--- src/rtl/seg_pkg.sv ---
// Shared constants and types for the 8-digit seven-segment frame driver.
// Glyphs are active-low and packed as {g,f,e,d,c,b,a}.
package seg_pkg;

  localparam int         NUM_DIGITS = 8;
  localparam logic [6:0] SEG_OFF    = 7'h7F;

  // Bit position of each segment inside a glyph word
  typedef enum int {
    SEG_A = 0,
    SEG_B = 1,
    SEG_C = 2,
    SEG_D = 3,
    SEG_E = 4,
    SEG_F = 5,
    SEG_G = 6
  } seg_bit_e;

  // Entry n is the active-low glyph for hex digit n (entry 0 is the rightmost element)
  localparam logic [15:0][6:0] HEX_GLYPH = {
    7'h0E, 7'h06, 7'h21, 7'h46, 7'h03, 7'h08, 7'h10, 7'h00,
    7'h78, 7'h02, 7'h12, 7'h19, 7'h30, 7'h24, 7'h79, 7'h40
  };

  typedef struct packed {
    logic [NUM_DIGITS*4-1:0] data;
    logic [NUM_DIGITS-1:0]   dp;
    logic [NUM_DIGITS-1:0]   blank;
    logic [NUM_DIGITS-1:0]   blink;
  } frame_t;

  localparam frame_t FRAME_RESET = '{
    data:  32'h0000_0000,
    dp:    8'h00,
    blank: 8'hFF,
    blink: 8'h00
  };

  function automatic logic [3:0] nibble_of(input logic [NUM_DIGITS*4-1:0] data,
                                           input logic [2:0]              digit);
    return data[{digit, 2'b00} +: 4];
  endfunction

endpackage

--- src/rtl/seg_frame_driver_if.sv ---
// Frame write port: one full 8-digit frame per valid/ready transfer.
interface seg_frame_driver_if;
  import seg_pkg::*;

  logic [NUM_DIGITS*4-1:0] wr_data;
  logic [NUM_DIGITS-1:0]   wr_dp;
  logic [NUM_DIGITS-1:0]   wr_blank;
  logic [NUM_DIGITS-1:0]   wr_blink;
  logic                    wr_valid;
  logic                    wr_ready;

  modport master (
    output wr_data, wr_dp, wr_blank, wr_blink, wr_valid,
    input  wr_ready
  );

  modport slave (
    input  wr_data, wr_dp, wr_blank, wr_blink, wr_valid,
    output wr_ready
  );
endinterface

--- src/rtl/hex_to_seg.sv ---
// Combinational hex nibble to active-low seven-segment glyph decoder.
module hex_to_seg
  import seg_pkg::*;
(
  input  logic [3:0] nibble,
  output logic [6:0] glyph
);

  assign glyph = HEX_GLYPH[nibble];

endmodule

--- src/rtl/seg_frame_driver.sv ---
// Cathode driver for an 8-digit multiplexed display: double-buffered frame,
// tear-free commit on the scanner's 7->0 wrap, anti-ghost blanking on digit change.
module seg_frame_driver
  import seg_pkg::*;
#(
  parameter int BLANK_CYC = 2,
  parameter int FRAME_W   = 6
) (
  input  logic                clk,
  input  logic                reset,
  input  logic [2:0]          seq_sel,
  seg_frame_driver_if.slave   wr,
  output logic [6:0]          cathode,
  output logic                dp_n,
  output logic                frame_start
);

  localparam logic [3:0] BLANK_LD = 4'(BLANK_CYC);

  frame_t             act_r;
  frame_t             pend_r;
  logic               pending_r;
  logic               wr_ready_r;
  logic [2:0]         sel_q_r;
  logic [3:0]         ghost_cnt_r;
  logic [FRAME_W-1:0] frame_cnt_r;
  logic [6:0]         cathode_r;
  logic               dp_n_r;
  logic               frame_start_r;

  logic               boundary_s;
  logic               accept_s;
  logic               change_s;
  logic [3:0]         ghost_nxt_s;
  logic [3:0]         nibble_s;
  logic [6:0]         glyph_s;
  logic               off_s;

  assign boundary_s = (sel_q_r == 3'd7) && (seq_sel == 3'd0);
  assign accept_s   = wr.wr_valid && wr_ready_r;
  assign change_s   = (seq_sel != sel_q_r);

  // Next blanking count: reload on any digit change, otherwise count down to zero
  always_comb begin
    ghost_nxt_s = 4'd0;
    if (change_s) begin
      ghost_nxt_s = BLANK_LD;
    end else if (ghost_cnt_r != 4'd0) begin
      ghost_nxt_s = ghost_cnt_r - 4'd1;
    end else begin
      ghost_nxt_s = 4'd0;
    end
  end

  // Output decision uses the post-edge blanking count so blanking starts on the change edge
  always_comb begin
    nibble_s = nibble_of(act_r.data, seq_sel);
    off_s    = (ghost_nxt_s != 4'd0)
            || act_r.blank[seq_sel]
            || (act_r.blink[seq_sel] && frame_cnt_r[FRAME_W-1]);
  end

  hex_to_seg u_hex_to_seg (
    .nibble (nibble_s),
    .glyph  (glyph_s)
  );

  // Pending/active frame buffers and write handshake; accept always beats commit
  always_ff @(posedge clk or posedge reset) begin
    if (reset) begin
      act_r      <= FRAME_RESET;
      pend_r     <= FRAME_RESET;
      pending_r  <= 1'b0;
      wr_ready_r <= 1'b1;
    end else if (accept_s) begin
      pend_r     <= '{data: wr.wr_data, dp: wr.wr_dp, blank: wr.wr_blank, blink: wr.wr_blink};
      pending_r  <= 1'b1;
      wr_ready_r <= 1'b0;
    end else if (boundary_s && pending_r) begin
      act_r      <= pend_r;
      pending_r  <= 1'b0;
      wr_ready_r <= 1'b1;
    end else begin
      pending_r  <= pending_r;
      wr_ready_r <= wr_ready_r;
    end
  end

  // Scanner tracking: last digit, blanking counter and frame counter
  always_ff @(posedge clk or posedge reset) begin
    if (reset) begin
      sel_q_r     <= 3'd0;
      ghost_cnt_r <= 4'd0;
      frame_cnt_r <= '0;
    end else begin
      sel_q_r     <= seq_sel;
      ghost_cnt_r <= ghost_nxt_s;
      if (boundary_s) begin
        frame_cnt_r <= frame_cnt_r + FRAME_W'(1'b1);
      end else begin
        frame_cnt_r <= frame_cnt_r;
      end
    end
  end

  // Registered cathode bus and frame pulse
  always_ff @(posedge clk or posedge reset) begin
    if (reset) begin
      cathode_r     <= SEG_OFF;
      dp_n_r        <= 1'b1;
      frame_start_r <= 1'b0;
    end else begin
      cathode_r     <= off_s ? SEG_OFF : glyph_s;
      dp_n_r        <= off_s ? 1'b1 : ~act_r.dp[seq_sel];
      frame_start_r <= boundary_s;
    end
  end

  assign cathode     = cathode_r;
  assign dp_n        = dp_n_r;
  assign frame_start = frame_start_r;
  assign wr.wr_ready = wr_ready_r;

endmodule

--- src/flat_wrapper.sv ---
// flat-port wrapper written by rule: the top's interface ports become plain ports
module seg_frame_driver_flat import seg_pkg::*;
#(
  parameter int BLANK_CYC = 2,
  parameter int FRAME_W   = 6
)
  (clk, reset, seq_sel, cathode, dp_n, frame_start, wr_wr_data, wr_wr_dp, wr_wr_blank, wr_wr_blink, wr_wr_valid, wr_wr_ready);
  seg_frame_driver_if wr_i ();
  input  logic clk;
  input  logic reset;
  input  logic [2:0] seq_sel;
  output logic [6:0] cathode;
  output logic dp_n;
  output logic frame_start;
  input wire logic [$bits(wr_i.wr_data)-1:0] wr_wr_data;
  input wire logic [$bits(wr_i.wr_dp)-1:0] wr_wr_dp;
  input wire logic [$bits(wr_i.wr_blank)-1:0] wr_wr_blank;
  input wire logic [$bits(wr_i.wr_blink)-1:0] wr_wr_blink;
  input wire logic [$bits(wr_i.wr_valid)-1:0] wr_wr_valid;
  output wire logic [$bits(wr_i.wr_ready)-1:0] wr_wr_ready;
  assign wr_i.wr_data = wr_wr_data;
  assign wr_i.wr_dp = wr_wr_dp;
  assign wr_i.wr_blank = wr_wr_blank;
  assign wr_i.wr_blink = wr_wr_blink;
  assign wr_i.wr_valid = wr_wr_valid;
  assign wr_wr_ready = wr_i.wr_ready;
  seg_frame_driver #(.BLANK_CYC(BLANK_CYC), .FRAME_W(FRAME_W)) u_core (.clk(clk), .reset(reset), .seq_sel(seq_sel), .wr(wr_i), .cathode(cathode), .dp_n(dp_n), .frame_start(frame_start));
endmodule
--- config.mk ---
export PLATFORM = sky130hd
export DESIGN_NAME = seg_frame_driver_flat
export DESIGN_NICKNAME = d
export VERILOG_FILES = /design/src/rtl/seg_pkg.sv /design/src/rtl/seg_frame_driver_if.sv /design/src/rtl/hex_to_seg.sv /design/src/rtl/seg_frame_driver.sv /design/src/flat_wrapper.sv
export SDC_FILE = /design/constraint.sdc
export NUM_CORES = 1
export LEC_CHECK = 0
export CAP_MARGIN = 20
export CORE_UTILIZATION = 50
export CTS_CLUSTER_DIAMETER = 60
export CTS_CLUSTER_SIZE = 14
export DETAILED_ROUTE_END_ITERATION = 10
export PLACE_DENSITY = 0.79
export SETUP_SLACK_MARGIN = 0.3
export SLEW_MARGIN = 10
export SYNTH_ARGS = -nofsm -noshare
export SYNTH_HDL_FRONTEND = slang
export SYNTH_SLANG_ARGS = --single-unit
--- constraint.sdc ---
create_clock -name clk -period 4.2 [get_ports clk]
set_clock_uncertainty 0.2 [all_clocks]
set_input_delay 0.42 -clock clk [delete_from_list [all_inputs] [get_ports clk]]
set_output_delay 0.42 -clock clk [all_outputs]
set_load 0.01 [all_outputs]
==> metrics.csv <==
metric;value;unit
status;complete, no violations;
routedWlPerCell;17.4;microns
die_h;111;microns
grt_max_degree;78;
period_share;70.8;%
synth-edff-count;0;
place.gp.congestion;0.907;
drtPass1Iterations;4;
drc;0;
slew_violations;0;
synth_seq_cells;136;
port_buffers;71;
ys.flop_type;dfrtp_1;
drt_iter0_drc;177;
cp.arrival;3.09;ns
synth_common_cells;dfrtp_1 (111), mux2_2 (89), mux2_4 (29);
finalSetupViolCount;0;
start_kind;primary input;
reg2reg_from;u_core.sel_q_r[0]$_DFF_PP0_;
yosys_warnings;0;
cts.sinks;136;
hold_violations;0;
ff2ff_path_depth;6;
fmax;0.336;GHz
clockBufferDepth;2;
clkLatencyLatePin;0.41;ns
antenna_found_initial;0;
n_antenna_cell;0;
rsz0062_at_grt;no;
vias;3268;
synthDistinctLibCells;40;
antenna_left;0;
ir_worst_vdd;0.319;mV
syn_to_final_growth;23.8;%
start_util;51.7;%
ys_seq_area_share;57.9;%
cts_resized;0;
p_per_area;510;nW/um^2
yosysMostFrequentCell;dfrtp_1;
synth.avg_cell_area;16.4;sq um
numCtsBuffers;17;
async_reset_ff_share;100;%
hpwlAfterDp;6990;microns
maxCapViolCount;0;
root_buffer;clkbuf_16;
clkSlewWorstSetupHoldPaths;0.05;ns
p_leak;0.00340;uW
core;11500;sq um
gr-total-overflow;0;
cts_hold_buf;0;
finalPower;3740;uW
critPathCaptureType;flip-flop;
fin_setup_tns;0;ns
grt_pass1_wl;17600;microns
io_pins;72;
hold_depth;1;
fillers;839;
min_to;u_core.frame_cnt_r[4]$_DFFE_PP0P_;
vias_per_cell;5.47;
cts_max_level;4;
period_minus_slack;2.97;ns
worstPathMaxFanout;10;
maxSlewHeadroom;38.0;%
r2r-end;u_core.act_r[46]$_DFFE_PP0P_;
critPathRequiredTime;4.32;ns
die_x;111;microns
post_cts_buffers;0;
wl;10400;microns
drive_gt1_share;42.3;%
grt_pass1_vias;3438;
rows;39;
netlist_area;5930;sq um
max_slew.worst_pin.slew;0.931;ns
syn_nets;430;
syn_inst;361;
cts_tree;built;
crit_type;primary input to flip-flop;
worstHoldStart;u_core.frame_cnt_r[4]$_DFFE_PP0P_;
fin_nets;510;
hp-class;flip-flop to flip-flop;
yosys.area.top_type;dfrtp_1;
yosysTopAreaCellShare;46.9;%
gr-usage-all-layers;18.5;%
r2r_slack;1.77;ns
dieArea;12300;sq um
synth_area_leaders;dfrtp_1 (47%), mux2_2 (17%), dfstp_2 (11%);
[worst max-delay path by stage]
stage,startpoint,end,depth (start not counted)
6_report,seq_sel[0],u_core.cathode[0]$_DFF_PP1_,7
5_1_grt,seq_sel[0],u_core.cathode[5]$_DFF_PP1_,6
4_1_cts,seq_sel[0],u_core.cathode[0]$_DFF_PP1_,7
3_5_place_dp,seq_sel[0],u_core.cathode[5]$_DFF_PP1_,6
3_3_place_gp,seq_sel[0],u_core.cathode[0]$_DFF_PP1_,9
2_1_floorplan,seq_sel[1],u_core.cathode[0]$_DFF_PP1_,9
[metal layers]
| metal | wire [microns] | vias up | track usage, % |
|---|---|---|---|
| met3 | 412 | 10 | 4.87 |
| met5 | 0 | - | 0 |
| met1 | 4690 | 1702 | 24.4 |
| met4 | 127 | 0 | 7.20 |
| met2 | 5150 | 75 | 29.4 |
| li1 | - | 1481 | - |
[metrics by stage]
step	area (sq um)	std cells	hold slack (ns)	worst slack (ns)	utilization, %
3_3_place_gp	6780	565	0.265	0.918	59.1
5_1_grt	7340	597	0.310	1.12	64.0
4_1_cts	7340	597	0.281	1.22	64.0
2_1_floorplan	5930	361	0.246	1.46	-
6_report	7340	597	0.280	1.23	64.0
3_5_place_dp	6780	565	0.269	0.824	59.1
[sequential cells by signal, summed over array words and instances, names as in the netlist]
signal and count:
u_core.ghost_cnt_r 4, u_core.wr.wr_ready 1, u_core.frame_cnt_r 6, u_core.dp_n 1
u_core.cathode 7, u_core.sel_q_r 3, u_core.frame_start 1, u_core.pend_r 56
u_core.act_r 56, u_core.pending_r 1
[worst max-delay path, stage by stage]
cell             delay [ns]
clkdlybuf4s50_1        0.86
mux4_1                 0.63
mux2_2                 0.34
ha_1                   0.26
or3_1                  0.40
o21ai_0                0.08
o21ai_1                0.09
[area by class of cell]
type	count	area [sq um]	share of cell area, %
well taps	143	179	2.44
repair buffers	79	783	10.7
clock buffers	24	502	6.84
clock inverters	8	62.6	0.852
inverters	6	26.3	0.358
multi-input cells	201	2350	32.0
flip-flops and latches	136	3430	46.8
[power breakdown]
group | switching (uW) | total [uW] | internal [uW]
clock | 535 | 1370 | 837
sequential | 162 | 1780 | 1620
combinational | 208 | 592 | 384
[logic make-up (layout without fill, tap and decap cells)]
logic type | Yosys count | in the layout | synth area share [%]
muxes | 139 | 139 | 31.6
DFF | 136 | 136 | 57.9
and+or+nand+nor | 30 | 30 | 3.27
buffers and inverters | 24 | 117 | 2.53
AOI/OAI and AO/OA | 18 | 18 | 2.15
adders and majority gates | 7 | 7 | 1.48
xor gates and xnor gates | 7 | 7 | 1.03
[cells in the final DEF, fill, tap and decap left out, types with 2 or more instances in the layout]
master	Yosys	routed
buf_4	1	7
clkbuf_1	4	2
clkbuf_16	0	17
clkbuf_8	0	5
clkdlybuf4s50_1	0	71
clkinv_4	0	2
clkinvlp_4	0	4
dfrtp_1	111	111
dfstp_2	25	25
ha_1	7	7
inv_1	6	5
inv_6	0	2
mux2_2	89	89
mux2_4	29	29
mux2i_1	6	6
mux4_1	12	12
mux4_2	2	2
nand2_1	11	10
nand3_1	4	4
nand4_1	2	2
o211ai_1	6	6
o21ai_0	6	6
xnor2_1	4	4
xor2_1	3	3
Note: power is estimated with default switching activity, not from simulation.
